### config.mk
export PLATFORM = sky130hd
export DESIGN_NAME = tnet_dbg_snap_flat
export DESIGN_NICKNAME = d
export VERILOG_FILES = /design/src/rtl/tnet_dbg_snap_pkg.sv /design/src/rtl/tnet_dbg_snap_if.sv /design/src/rtl/tnet_dbg_word_mux.sv /design/src/rtl/tnet_dbg_snap.sv /design/src/flat_wrapper.sv
export SDC_FILE = /design/constraint.sdc
export NUM_CORES = 1
export LEC_CHECK = 0
export BUFFER_PORTS_ARGS = -buffer_cell sky130_fd_sc_hd__clkbuf_2
export CAP_MARGIN = 20
export CORE_UTILIZATION = 40
export CTS_CLUSTER_SIZE = 24
export DETAILED_ROUTE_END_ITERATION = 8
export MAX_ROUTING_LAYER = met4
export PLACE_DENSITY = 0.58
export SYNTH_ARGS = -nofsm -noshare
export SYNTH_HDL_FRONTEND = slang
export SYNTH_SLANG_ARGS = --single-unit
export TNS_END_PERCENT = 30
### constraint.sdc
create_clock -name clk_i -period 2.3 [get_ports clk_i]
set_clock_uncertainty 0.2 [all_clocks]
set_input_delay 0.345 -clock clk_i [delete_from_list [all_inputs] [get_ports clk_i]]
set_output_delay 0.345 -clock clk_i [all_outputs]
set_load 0.05 [all_outputs]
### src/rtl/tnet_dbg_snap_pkg.sv
// Shared types and constants for the TNET debug snapshot block.
// Word indices and field positions used by the read-side word mux.
package tnet_dbg_snap_pkg;

  typedef enum logic {
    DBG_LIVE   = 1'b0,
    DBG_FROZEN = 1'b1
  } TYPE_TNET_DBG_ST;

  localparam logic [2:0] DBG_W_STAT   = 3'd0;
  localparam logic [2:0] DBG_W_HIST0  = 3'd1;
  localparam logic [2:0] DBG_W_HIST1  = 3'd2;
  localparam logic [2:0] DBG_W_HIST2  = 3'd3;
  localparam logic [2:0] DBG_W_HIST3  = 3'd4;
  localparam logic [2:0] DBG_W_EHIST  = 3'd5;
  localparam logic [2:0] DBG_W_TSTAMP = 3'd6;
  localparam logic [2:0] DBG_W_CTRL   = 3'd7;

  localparam int DBG_F0_ERR_ID_LSB  = 24;
  localparam int DBG_F0_CMD_ST_LSB  = 16;
  localparam int DBG_F0_RDY_LSB     = 8;
  localparam int DBG_F0_ERRCNT_LSB  = 0;
  localparam int DBG_F7_FROZEN_BIT  = 31;
  localparam int DBG_F7_ARM_BIT     = 30;
  localparam int DBG_F7_FCNT_LSB    = 0;

  // History is served as four 32-bit words regardless of HIST_W.
  localparam int DBG_HIST_EXT_W = 128;

  function automatic logic [7:0] sat_inc8(input logic [7:0] v);
    return (v == 8'hFF) ? v : v + 8'd1;
  endfunction

endpackage

### src/rtl/tnet_dbg_snap_if.sv
// Processor-side read port of the debug snapshot: request/address in,
// one-cycle-latency data/valid out.
interface tnet_dbg_snap_if;
  logic        rd_req_i;
  logic [2:0]  rd_addr_i;
  logic [31:0] rd_dt_o;
  logic        rd_vld_o;

  modport master (output rd_req_i, rd_addr_i, input  rd_dt_o, rd_vld_o);
  modport slave  (input  rd_req_i, rd_addr_i, output rd_dt_o, rd_vld_o);
endinterface

### src/rtl/tnet_dbg_word_mux.sv
// Combinational 8:1 selection of 32-bit debug words with field packing.
module tnet_dbg_word_mux
  import tnet_dbg_snap_pkg::*;
#(
  parameter int HIST_W  = 100,
  parameter int EHIST_W = 32
) (
  input  logic [2:0]         i_addr,
  input  logic [4:0]         i_cmd_st,
  input  logic [HIST_W-1:0]  i_hist,
  input  logic [7:0]         i_ready_cnt,
  input  logic [7:0]         i_error_cnt,
  input  logic [3:0]         i_error_id,
  input  logic [EHIST_W-1:0] i_error_hist,
  input  logic [31:0]        i_tstamp,
  input  logic               i_frozen,
  input  logic               i_arm,
  input  logic [7:0]         i_freeze_cnt,
  output logic [31:0]        o_word
);

  logic [DBG_HIST_EXT_W-1:0] w_hist_ext;
  assign w_hist_ext = DBG_HIST_EXT_W'(i_hist);

  always_comb begin
    // NOTE: default first so every path assigns o_word and no latch is inferred.
    o_word = '0;
    case (i_addr)
      DBG_W_STAT: begin
        o_word[DBG_F0_ERR_ID_LSB +: 4] = i_error_id;
        o_word[DBG_F0_CMD_ST_LSB +: 5] = i_cmd_st;
        o_word[DBG_F0_RDY_LSB    +: 8] = i_ready_cnt;
        o_word[DBG_F0_ERRCNT_LSB +: 8] = i_error_cnt;
      end
      DBG_W_HIST0:  o_word = w_hist_ext[31:0];
      DBG_W_HIST1:  o_word = w_hist_ext[63:32];
      DBG_W_HIST2:  o_word = w_hist_ext[95:64];
      DBG_W_HIST3:  o_word = w_hist_ext[127:96];
      DBG_W_EHIST:  o_word = 32'(i_error_hist);
      DBG_W_TSTAMP: o_word = i_tstamp;
      DBG_W_CTRL: begin
        o_word[DBG_F7_FROZEN_BIT]    = i_frozen;
        o_word[DBG_F7_ARM_BIT]       = i_arm;
        o_word[DBG_F7_FCNT_LSB +: 8] = i_freeze_cnt;
      end
      default: o_word = '0;
    endcase
  end

endmodule

### src/rtl/tnet_dbg_snap.sv
// Live/frozen snapshot of the TNET command-watch debug outputs, read as
// eight 32-bit words. Optional freeze timestamp: TNET_DBG_TSTAMP_EN.
module tnet_dbg_snap
  import tnet_dbg_snap_pkg::*;
#(
  parameter int HIST_W  = 100,
  parameter int EHIST_W = 32
) (
  input  logic               clk_i,
  input  logic               rst_ni,
  input  logic [4:0]         cmd_st_di,
  input  logic [HIST_W-1:0]  cmd_hist_di,
  input  logic [7:0]         ready_cnt_di,
  input  logic [7:0]         error_cnt_di,
  input  logic [3:0]         error_id_di,
  input  logic [EHIST_W-1:0] error_hist_di,
  input  logic               snap_req_i,
  input  logic               release_i,
  input  logic               arm_i,
  tnet_dbg_snap_if.slave     rd_if,
  output logic               frozen_o,
  output logic [7:0]         freeze_cnt_o
);

  TYPE_TNET_DBG_ST    r_state;
  logic               r_frozen;
  logic [7:0]         r_freeze_cnt;
  logic [7:0]         r_err_prev;
  logic [4:0]         r_cmd_st;
  logic [HIST_W-1:0]  r_hist;
  logic [7:0]         r_ready_cnt;
  logic [7:0]         r_error_cnt;
  logic [3:0]         r_error_id;
  logic [EHIST_W-1:0] r_error_hist;
  logic [31:0]        r_rd_dt;
  logic               r_rd_vld;
  logic [31:0]        w_word;
  logic [31:0]        w_tstamp;
  logic               w_err_new;
  logic               w_trigger;

  assign w_err_new = (error_cnt_di != r_err_prev);
  assign w_trigger = (r_state == DBG_LIVE) && (snap_req_i || (arm_i && w_err_new));

  // Snap beats release in LIVE; release beats snap in FROZEN.
  always_ff @(posedge clk_i or negedge rst_ni) begin
    // NOTE: sequential state uses <= so every register sees pre-edge values.
    if (!rst_ni) begin
      r_state      <= DBG_LIVE;
      r_frozen     <= 1'b0;
      r_freeze_cnt <= 8'd0;
    end else begin
      case (r_state)
        DBG_LIVE: if (w_trigger) begin
          r_state      <= DBG_FROZEN;
          r_frozen     <= 1'b1;
          r_freeze_cnt <= sat_inc8(r_freeze_cnt);
        end
        DBG_FROZEN: if (release_i) begin
          r_state  <= DBG_LIVE;
          r_frozen <= 1'b0;
        end
        default: begin
          r_state  <= DBG_LIVE;
          r_frozen <= 1'b0;
        end
      endcase
    end
  end

  always_ff @(posedge clk_i or negedge rst_ni) begin
    if (!rst_ni) r_err_prev <= 8'd0;
    else         r_err_prev <= error_cnt_di;
  end

  // The trigger cycle is still LIVE, so the captured image includes it.
  always_ff @(posedge clk_i or negedge rst_ni) begin
    // NOTE: snapshot is a handful of flops, not a RAM, so it is reset to a known image.
    if (!rst_ni) begin
      r_cmd_st     <= '0;
      r_hist       <= '0;
      r_ready_cnt  <= '0;
      r_error_cnt  <= '0;
      r_error_id   <= '0;
      r_error_hist <= '0;
    end else if (r_state == DBG_LIVE) begin
      r_cmd_st     <= cmd_st_di;
      r_hist       <= cmd_hist_di;
      r_ready_cnt  <= ready_cnt_di;
      r_error_cnt  <= error_cnt_di;
      r_error_id   <= error_id_di;
      r_error_hist <= error_hist_di;
    end
  end

`ifdef TNET_DBG_TSTAMP_EN
  logic [31:0] r_cyc_cnt;
  logic [31:0] r_tstamp;

  always_ff @(posedge clk_i or negedge rst_ni) begin
    if (!rst_ni) begin
      r_cyc_cnt <= 32'd0;
      r_tstamp  <= 32'd0;
    end else begin
      r_cyc_cnt <= r_cyc_cnt + 32'd1;
      if (w_trigger) r_tstamp <= r_cyc_cnt;
    end
  end

  assign w_tstamp = r_tstamp;
`else
  assign w_tstamp = 32'd0;
`endif

  tnet_dbg_word_mux #(
    .HIST_W  (HIST_W),
    .EHIST_W (EHIST_W)
  ) u_word_mux (
    .i_addr       (rd_if.rd_addr_i),
    .i_cmd_st     (r_cmd_st),
    .i_hist       (r_hist),
    .i_ready_cnt  (r_ready_cnt),
    .i_error_cnt  (r_error_cnt),
    .i_error_id   (r_error_id),
    .i_error_hist (r_error_hist),
    .i_tstamp     (w_tstamp),
    .i_frozen     (r_frozen),
    .i_arm        (arm_i),
    .i_freeze_cnt (r_freeze_cnt),
    .o_word       (w_word)
  );

  always_ff @(posedge clk_i or negedge rst_ni) begin
    if (!rst_ni) begin
      r_rd_dt  <= 32'd0;
      r_rd_vld <= 1'b0;
    end else begin
      r_rd_vld <= rd_if.rd_req_i;
      if (rd_if.rd_req_i) r_rd_dt <= w_word;
    end
  end

  assign rd_if.rd_dt_o  = r_rd_dt;
  assign rd_if.rd_vld_o = r_rd_vld;
  assign frozen_o       = r_frozen;
  assign freeze_cnt_o   = r_freeze_cnt;

endmodule

### src/flat_wrapper.sv
// flat-port wrapper written by rule: the top's interface ports become plain ports
module tnet_dbg_snap_flat import tnet_dbg_snap_pkg::*;
#(
  parameter int HIST_W  = 100,
  parameter int EHIST_W = 32
)
  (clk_i, rst_ni, cmd_st_di, cmd_hist_di, ready_cnt_di, error_cnt_di, error_id_di, error_hist_di, snap_req_i, release_i, arm_i, frozen_o, freeze_cnt_o, rd_if_rd_req_i, rd_if_rd_addr_i, rd_if_rd_dt_o, rd_if_rd_vld_o);
  tnet_dbg_snap_if rd_if_i ();
  input  logic clk_i;
  input  logic rst_ni;
  input  logic [4:0] cmd_st_di;
  input  logic [HIST_W-1:0] cmd_hist_di;
  input  logic [7:0] ready_cnt_di;
  input  logic [7:0] error_cnt_di;
  input  logic [3:0] error_id_di;
  input  logic [EHIST_W-1:0] error_hist_di;
  input  logic snap_req_i;
  input  logic release_i;
  input  logic arm_i;
  output logic frozen_o;
  output logic [7:0] freeze_cnt_o;
  input wire logic [$bits(rd_if_i.rd_req_i)-1:0] rd_if_rd_req_i;
  input wire logic [$bits(rd_if_i.rd_addr_i)-1:0] rd_if_rd_addr_i;
  output wire logic [$bits(rd_if_i.rd_dt_o)-1:0] rd_if_rd_dt_o;
  output wire logic [$bits(rd_if_i.rd_vld_o)-1:0] rd_if_rd_vld_o;
  assign rd_if_i.rd_req_i = rd_if_rd_req_i;
  assign rd_if_i.rd_addr_i = rd_if_rd_addr_i;
  assign rd_if_rd_dt_o = rd_if_i.rd_dt_o;
  assign rd_if_rd_vld_o = rd_if_i.rd_vld_o;
  tnet_dbg_snap #(.HIST_W(HIST_W), .EHIST_W(EHIST_W)) u_core (.clk_i(clk_i), .rst_ni(rst_ni), .cmd_st_di(cmd_st_di), .cmd_hist_di(cmd_hist_di), .ready_cnt_di(ready_cnt_di), .error_cnt_di(error_cnt_di), .error_id_di(error_id_di), .error_hist_di(error_hist_di), .snap_req_i(snap_req_i), .release_i(release_i), .arm_i(arm_i), .rd_if(rd_if_i), .frozen_o(frozen_o), .freeze_cnt_o(freeze_cnt_o));
endmodule
# ---- Word-level counts from Yosys, hierarchy flattened
# Index checks and enable logic that the tools add are counted.
dict set report op_classes {
  n_bitwise 2
  eq_ne 11
  reduce_logical 6
  n_addsub 1
  n_mux 12
}
# op n
set op_table {}
lappend op_table {{case mux 13 bit (5 select lines)} 1}
lappend op_table {{case mux 8 bit (8 select lines)} 1}
lappend op_table {{case mux 4 bit (5 select lines)} 1}
lappend op_table {{== test 3 bit, second input constant} 4}
lappend op_table {{case mux 3 bit (4 select lines)} 1}
lappend op_table {{case mux 2 bit (5 select lines)} 1}
lappend op_table {{adder 8 x 1 -> 8 bit, second input constant} 1}
lappend op_table {{== test 8 bit, second input constant} 1}
lappend op_table {{!= test 8 bit} 1}
lappend op_table {{case mux 2 bit (4 select lines)} 1}
lappend op_table {{== test 3 x 2 -> 1 bit, second input constant} 2}
lappend op_table {{two-way mux 1 bit} 4}
lappend op_table {{case mux 1 bit (2 select lines)} 2}
lappend op_table {{== test 3 x 1 -> 1 bit, second input constant} 1}
lappend op_table {{logical NOT 3 bit} 1}
lappend op_table {{AND reduction 3 bit} 1}
lappend op_table {{logical AND 1 bit} 2}
lappend op_table {{!= test 2 x 1 -> 1 bit, second input constant} 1}
lappend op_table {{!= test 2 bit, second input constant} 1}
lappend op_table {{inverter 1 bit} 2}
lappend op_table {{AND reduction 2 bit} 1}
lappend op_table {{logical OR 1 bit} 1}
dict set report totals {
  word_cells 44
  regBits 208
}

# ---- Logic depth before layout (Yosys ltp)
# Gate-level depths: netlist of run 1.
dict set report depth {
  ltp_word 6
  mapped_depth 7
  ltp_nobuf 6
}

# ---- Modules after synthesis
# Synthesis of run 1 repeated with hierarchy kept, for this count alone.
dict set report hier_totals {
  hier_cells 681
  hier_area_um2 9382.7
}
# module cells_each area_per_inst_um2 instances
set by_module_without_submodules {}
lappend by_module_without_submodules {tnet_dbg_snap 464 7729.9 1}
lappend by_module_without_submodules {tnet_dbg_word_mux 217 1652.8 1}

# ---- Worst setup path after synthesis of run 1
# No wires, ideal clock.
dict set report synth_path {
  path_kind {reg2reg}
  startpoint {register u_core.r_freeze_cnt[0], in the netlist u_core.freeze_cnt_o[0]}
  endpoint {register u_core.r_freeze_cnt[7], in the netlist u_core.freeze_cnt_o[7]}
  stages_incl_launch_ff 7
  setup_ns 0.082
  arrival_ns 1.844
  n_path_buf 0
  path_slack_ns 0.174
  t_required_ns 2.018
  cell_sequence {dfrtp_1 -> ha_1 -> and2_1 -> a41o_1 -> a31o_4 -> nor3_2 -> xor2_1}
}
dict set report synth_via {
  elab_chain_cells 3
}
# element line
set synth_rtl {}
lappend synth_rtl {{start, declared} tnet_dbg_snap.sv:27} ;# logic [7:0] r_freeze_cnt;
lappend synth_rtl {{start signal, assigned} tnet_dbg_snap.sv:57} ;# r_freeze_cnt <= sat_inc8(r_freeze_cnt);
lappend synth_rtl {{parallel branches: the longest is 3 deep, another holds adder 8 x 1 -> 8 bit} n/a}
# Several ways; the timed one is not identified.
# A chain may end at the register's enable or synchronous reset.

# ---- Final worst setup path of run 1
dict set report layout_path {
  startpoint {input error_cnt_di[5]}
  endpoint {register u_core.r_freeze_cnt[6], in the netlist u_core.freeze_cnt_o[6]}
}
dict set report layout_via {
  elab_chain_cells 5
}
# element line
set layout_rtl {}
lappend layout_rtl {{start, declared} flat_wrapper.sv:14} ;# input logic [7:0] error_cnt_di;
lappend layout_rtl {{!= test 8 bit} tnet_dbg_snap.sv:42} ;# assign w_err_new = (error_cnt_di != r_err_prev);
lappend layout_rtl {{logical AND 1 bit} tnet_dbg_snap.sv:43} ;# assign w_trigger = (r_state == DBG_LIVE) && (snap_req_i || (arm_i && w_err_new));
lappend layout_rtl {{logical OR 1 bit} tnet_dbg_snap.sv:43}
lappend layout_rtl {{logical AND 1 bit} tnet_dbg_snap.sv:43}
lappend layout_rtl {{AND reduction 3 bit (no line)} n/a}
# No other way between the ends.

==> flow_summary_export.csv, run 1 <==
group,metric,value,unit
placed_design,portBuffers,207,
floorplan,std_cell_rows,55,
timing,period_minus_slack,2.05,ns
timing,setup_tns,0,ns
global_routing,grt_pass1_vias,7183,
clock_tree,htree_levels,1,
synthesis,synth.yosys.seq_area_share,0.567,
final_layout,post-route-util,0.581,
global_routing,grt_first_pass_wirelength,39500,um
timing,fin_ws,0.249,ns
clock_tree,numCtsBuffers,25,
placed_design,dp.final_hpwl,16100,um
worst_setup_path,worstPathMaxFanout,3,
timing,relSlewSlack,0.417,
worst_setup_path,r2r_slack,0.34,ns
synthesis,synth_nets,856,
final_layout,final.fill_count,1860,
global_routing,grt_overflow_total,0,
synthesis,async_flop_share,1.00,
placed_design,preCtsSetupSlack,0.0994,ns
clock_tree,tritoncts,"done",
synthesis,synthesis.area,0.00918,mm2
power,ir_drop,0.566,mV
timing,rsz0062_at_grt,"false",
final_layout,mostFrequentLayoutCells,"207 x dfrtp_1, 204 x clkbuf_2, 183 x mux2_2, 159 x dlygate4sd3_1, 31 x nand2_1",
floorplan,dieWidth,153,um
drt,drt-initial-drc-count,275,
worst_setup_path,critical_path_arrival,2.24,ns
flow_run,cap_violations,0,
synthesis,syn_avg_cell_area,13.3,um2
placed_design,dp.cells,1159,
timing,worstMarginPinSlew,0.871,ns
clock_tree,root_buffer,"clkbuf_16",
worst_setup_path,crit_path_start,"error_cnt_di[5]",
drt,drc,0,
final_layout,final_layout_size_suffix_gt1_frac,0.438,
drt,ant_nets,0,
timing,setup_violations,0,
synthesis,syn_inst,689,
worst_setup_path,cp.required,2.49,ns
floorplan,core,0.0226,mm2
synthesis,ys_seq_elements,208,
synthesis,netlist.top_cell.by_area,"dfrtp_1",
worst_setup_path,r2r_start,"u_core.freeze_cnt_o[1]",
clock_tree,cts_buffer_depth,3,
synthesis,synth_edf_count,0,
worst_setup_path,endpoint_kind,"register",
floorplan,dieHeight,153,um
final_layout,fin_nets,1227,
synthesis,synthTopCellsByArea,"dfrtp_1 57%, mux2_2 22%, mux2i_1 2.9%",
timing,finalCritPeriodShare,0.892,
final_layout,regArea,0.00521,mm2
global_routing,antenna_found_initial,2,
timing,hold_viol_final,0,
worst_setup_path,critPathCapture,"u_core.freeze_cnt_o[6]",
floorplan,start_util,0.407,
floorplan,die-area,0.0236,mm2
final_layout,layout_commonest_cell,"dfrtp_1",
outcome,status,"complete, no violations",
clock_tree,cts.sinks,208,
drt,wire_per_inst,18.4,um
power,total_power,11.8,mW
synthesis,synth.distinct_cells,47,
global_routing,grtUsageTotal,0.223,
drt,dr.pass1.iters,4,
drt,num_vias,6830,
placed_design,gp_congestion,0.775,
power,leakagePower,5.96,nW
timing,fmax,0.487,GHz
floorplan,io_pins,208,
global_routing,grt_max_degree,80,
worst_setup_path,start_kind,"input port",
drt,vias_per_cell,5.00,
final_layout,area_delta_synth_final,42.9,%
worst_setup_path,crit_type,"input port to register",
drt,drt-total-wl,25100,um
final_layout,multiInputGateArea,0.00363,mm2
timing,slew_viol_final,0,
min_path,hold_class,"input port to register",
final_layout,fin_cells,1366,
clock_tree,post_cts_resized,0,
synthesis,synth_flop_cell,"dfrtp_1",
worst_setup_path,r2r_cells,6,
clock_tree,clk_pin_slew,0.06,ns
worst_setup_path,r2r_end,"u_core.freeze_cnt_o[7]",
power,p_per_area,900,mW/mm2
clock_tree,clk_latency,0.52,ns
synthesis,synth_top_area_share,0.567,
synthesis,ys_warn_count,0,
[logic make-up after synthesis]
family                     synth area share
DFF                                   0.567
muxes                                 0.265
adders and majority gates           0.00136
xor gates and xnor gates             0.0124
and+or+nand+nor                      0.0348
buffers and inverters                0.0370
AOI/OAI and AO/OA                    0.0822
[critical path, stage by stage]
cell and delay [ns]:
dlygate4sd3_1 0.53, clkbuf_2 0.13, xor2_1 0.15, nor4_2 0.42, a21boi_2 0.14, o2111ai_2 0.18
mux2_1 0.34
[registers in the layout, summed over array words and instances (netlist names)]
name	count
u_core.r_error_id	4
u_core.r_error_cnt	8
u_core.rd_if.rd_dt_o	32
u_core.freeze_cnt_o	8
u_core.r_error_hist	32
u_core.rd_if.rd_vld_o	1
u_core.frozen_o	1
u_core.r_hist	100
u_core.r_state	1
u_core.r_ready_cnt	8
u_core.r_err_prev	8
u_core.r_cmd_st	5
[where the power goes]
part	switching [mW]	internal, mW	total [mW]
registers	0.464	4.36	4.83
clock network	1.56	2.63	4.19
logic	1.47	1.31	2.78
total	3.50	8.30	11.8
[cells in the mapped netlist, drive strengths merged, types with 3 or more instances]
master   count
mux2       184
a21oi       13
xor2        12
clkbuf      19
a22oi       27
o22ai       22
nand2       31
o21ai       28
o211ai       3
and3         3
dfrtp      208
buf         26
mux4         4
o22a         4
nor3         3
nor2b        4
inv         29
o2bb2ai      3
nor2        18
mux2i       27
[area by class of cell]
type	instances	area share
repair buffers	389	0.222
inverters	29	0.00830
well taps	285	0.0272
multi-input cells	407	0.277
flip-flops and latches	208	0.397
diodes	2	0.000382
clock buffers	37	0.0580
clock inverters	9	0.0100
[how the worst min path moves through the flow]
stage                        endpoint  cells past startpoint  startpoint  slack [ns]
6_report              u_core.frozen_o                      3  snap_req_i        0.05
5_1_grt               u_core.frozen_o                      3  snap_req_i        0.05
4_1_cts               u_core.frozen_o                      3  snap_req_i        0.03
3_5_place_dp        u_core.r_hist[65]                      1      rst_ni        0.13
3_3_place_gp        u_core.r_hist[65]                      1      rst_ni        0.13
2_1_floorplan  u_core.freeze_cnt_o[0]                      0      rst_ni       -0.15
[what timing repair did]
action                    CTS  global route
hold buffers              159             0
setup buffers               0             0
hold endpoints to repair  352             0
[stage by stage]
stage / hold slack [ns] / area [um2]
after floorplan: -0.151 / 9180
after CTS: 0.0335 / 13100
after global placement: 0.133 / 10600
final: 0.0458 / 13100
after global routing: 0.0469 / 13100
after detailed placement: 0.131 / 10600
[routing by layer]
| layer | routed length (um) | up-vias | global-route usage | part of all wire |
|---|---|---|---|---|
| li1 | - | 3213 | - | - |
| met1 | 11300 | 3376 | 0.294 | 0.45 |
| met2 | 11800 | 205 | 0.352 | 0.47 |
| met3 | 1430 | 36 | 0.0451 | 0.057 |
| met4 | 500 | 0 | 0.0533 | 0.020 |
| met5 | 0 | - | - | 0 |
Note: power is estimated with default switching activity, not from simulation.
==> inputs of run 2 (changes only) <==
--- a/config.mk
+++ b/config.mk
@@ -5,13 +5,15 @@
 export SDC_FILE = /design/constraint.sdc
 export NUM_CORES = 1
 export LEC_CHECK = 0
+export ABC_CLOCK_PERIOD_IN_PS = 2300
 export BUFFER_PORTS_ARGS = -buffer_cell sky130_fd_sc_hd__clkbuf_2
 export CAP_MARGIN = 20
 export CORE_UTILIZATION = 40
 export CTS_CLUSTER_SIZE = 24
 export DETAILED_ROUTE_END_ITERATION = 8
 export MAX_ROUTING_LAYER = met4
-export PLACE_DENSITY = 0.58
+export PLACE_DENSITY = 0.69
+export SLEW_MARGIN = 10
 export SYNTH_ARGS = -nofsm -noshare
 export SYNTH_HDL_FRONTEND = slang
 export SYNTH_SLANG_ARGS = --single-unit
==> run 2 against run 1 <==
  * Fmax is 0.94% lower
  * Register-to-register slack hardly changed
  * Hold slack lost 0.0011 ns
  * Via count increased by 1.2%
  * Non-clock buffer count grew 6
  * Count of clock-buffer cells in the layout shrank 8
  * Global-route usage rose by 0.14 points
  * Setup slack worse by 0.019 ns
  * Combinational power about the same
  * Sequential cell count is the same
  * Critical endpoint unchanged
  * Power down 6.4%
==> flow_summary_export.csv, run 2 (synthesis results as in run 1) <==
group,metric,value,unit
timing,period_minus_slack,2.07,ns
worst_setup_path,r2r_end,"u_core.freeze_cnt_o[7]",
floorplan,io_pins,208,
drt,vias_per_cell,5.08,
final_layout,final_layout_size_suffix_gt1_frac,0.438,
worst_setup_path,critical_path_arrival,2.25,ns
floorplan,die-area,0.0236,mm2
worst_setup_path,critPathCapture,"u_core.freeze_cnt_o[6]",
drt,drc,0,
timing,hold_viol_final,0,
clock_tree,tritoncts,"done",
final_layout,regMostFlops,"u_core.r_hist",
timing,worstMarginPinSlew,0.460,ns
timing,setup_tns,0,ns
global_routing,grt_first_pass_wirelength,39800,um
worst_setup_path,worstPathMaxFanout,3,
floorplan,start_util,0.407,
global_routing,grt_overflow_total,0,
floorplan,core,0.0226,mm2
worst_setup_path,crit_path_start,"error_cnt_di[5]",
timing,fmax,0.483,GHz
timing,finalCritPeriodShare,0.900,
final_layout,fin_nets,1231,
final_layout,finalInstanceArea,0.0129,mm2
final_layout,mostFrequentLayoutCells,"207 x dfrtp_1, 204 x clkbuf_2, 183 x mux2_2, 159 x dlygate4sd3_1, 31 x nand2_1",
worst_setup_path,endpoint_kind,"register",
drt,wire_per_inst,18.2,um
power,switching_share,0.302,
min_path,hold_class,"input port to register",
final_layout,layout_commonest_cell,"dfrtp_1",
clock_tree,clk_latency,0.50,ns
drt,num_vias,6914,
power,leakagePower,5.89,nW
final_layout,largest_reg_flops,100,
placed_design,portBuffers,207,
worst_setup_path,r2r_slack,0.35,ns
timing,rsz0062_at_grt,"false",
floorplan,dieHeight,153,um
floorplan,dieWidth,153,um
timing,setup_violations,0,
timing,relSlewSlack,0.694,
clock_tree,post_cts_buffers,0,
power,seq_power_share,0.438,
worst_setup_path,crit_type,"input port to register",
drt,drt-total-wl,24800,um
global_routing,grtUsageTotal,0.224,
power,ir_drop,0.528,mV
flow_run,cap_violations,0,
worst_setup_path,critical_path.slowest_cell,"dlygate4sd3_1",
worst_setup_path,r2r_cells,6,
final_layout,area_delta_synth_final,41.0,%
drt,drt-initial-drc-count,364,
clock_tree,cts_buffer_depth,3,
drt,ant_nets,0,
placed_design,placed_area,0.0106,mm2
worst_setup_path,cp.required,2.48,ns
power,p_per_area,854,mW/mm2
outcome,status,"complete, no violations",
worst_setup_path,start_kind,"input port",
power,p_clk_frac,0.313,
placed_design,dp.final_hpwl,16400,um
drt,dr.pass1.iters,4,
clock_tree,htree_levels,1,
worst_setup_path,slowest_delay,0.54,ns
worst_setup_path,r2r_start,"u_core.freeze_cnt_o[0]",
clock_tree,root_buffer,"clkbuf_16",
global_routing,grt_max_degree,57,
power,p_switching,3.33,mW
power,power.internal,7.71,mW
worst_setup_path,path_cells,"dlygate4sd3_1, clkbuf_2, xor2_1, nor4_2, a21boi_2, o2111ai_2, mux2_1",
power,pwr-share-comb,0.249,
clock_tree,numCtsBuffers,23,
floorplan,std_cell_rows,55,
clock_tree,clk_pin_slew,0.06,ns
global_routing,grt_pass1_vias,7384,
placed_design,gp_congestion,0.815,
clock_tree,cts.sinks,208,
global_routing,antenna_found_initial,2,
timing,slew_viol_final,0,
run 2: changes by cell type in the layout (fill, tap and decap cells not counted), sizes merged:
cell    before  now
clkbuf     242  233
inv         31   29
bufinv       3    1
clkinv       4    6
buf         25   32
run 2: what timing repair did:
action | CTS | global route
hold endpoints to repair | 374 | 0
hold buffers | 159 | 0
gates resized for setup | 0 | 0
run 2: critical path: cells and delay by family:
family	cells	cell delay [ns]
AO/OA/AOI/OAI	2	0.32
multiplexers	1	0.33
XOR/XNOR	1	0.15
buffers and inverters	2	0.66
AND/OR/NAND/NOR	1	0.44
run 2: through the flow:
stage	instances	util	hold slack (ns)	setup WS, ns	total power, mW
6_report	1362	0.573	0.0447	0.229	11.0
4_1_cts	1360	0.573	0.0281	0.221	11.1
5_1_grt	1362	0.573	0.0723	0.151	11.6
3_5_place_dp	1165	0.472	0.0748	0.253	7.44
3_3_place_gp	1165	0.472	0.0766	0.280	7.38
2_1_floorplan	689	-	-0.151	0.174	6.58
run 2: per-layer routing:
metal	vias to the layer above	global-route usage	routed length, um
met4	0	0.0567	528
met5	-	-	0
met2	207	0.364	12100
met3	42	0.0377	1320
met1	3445	0.291	10900
li1	3220	-	-
run 2: cell type report:
type	instances	area [um2]
inverters	29	109
repair buffers	395	2930
diodes	2	5.00
flip-flops and latches	208	5210
clock inverters	7	60.1
clock buffers	29	638
well taps	285	357
multi-input cells	407	3630
fillers	1831	9630
run 2: worst min path at each step:
stage	startpoint	to	slack [ns]	cells past startpoint
3_5_place_dp	rst_ni	u_core.r_hist[65]	0.07	1
5_1_grt	rd_if_rd_addr_i[0]	u_core.rd_if.rd_dt_o[21]	0.07	3
6_report	rd_if_rd_addr_i[0]	u_core.rd_if.rd_dt_o[21]	0.04	3
2_1_floorplan	rst_ni	u_core.freeze_cnt_o[0]	-0.15	0
3_3_place_gp	rst_ni	u_core.r_hist[65]	0.08	1
4_1_cts	rd_if_rd_addr_i[0]	u_core.rd_if.rd_dt_o[21]	0.03	3
run 2: power groups by stage:
stage | registers (mW) | clock network, mW | logic (mW)
finish | 4.84 | 3.46 | 2.75
global route | 4.93 | 3.71 | 2.97
CTS | 4.84 | 3.55 | 2.76
detailed placement | 4.90 | 0 | 2.53
global placement | 4.88 | 0 | 2.49
floorplan | 5.26 | 0 | 1.32
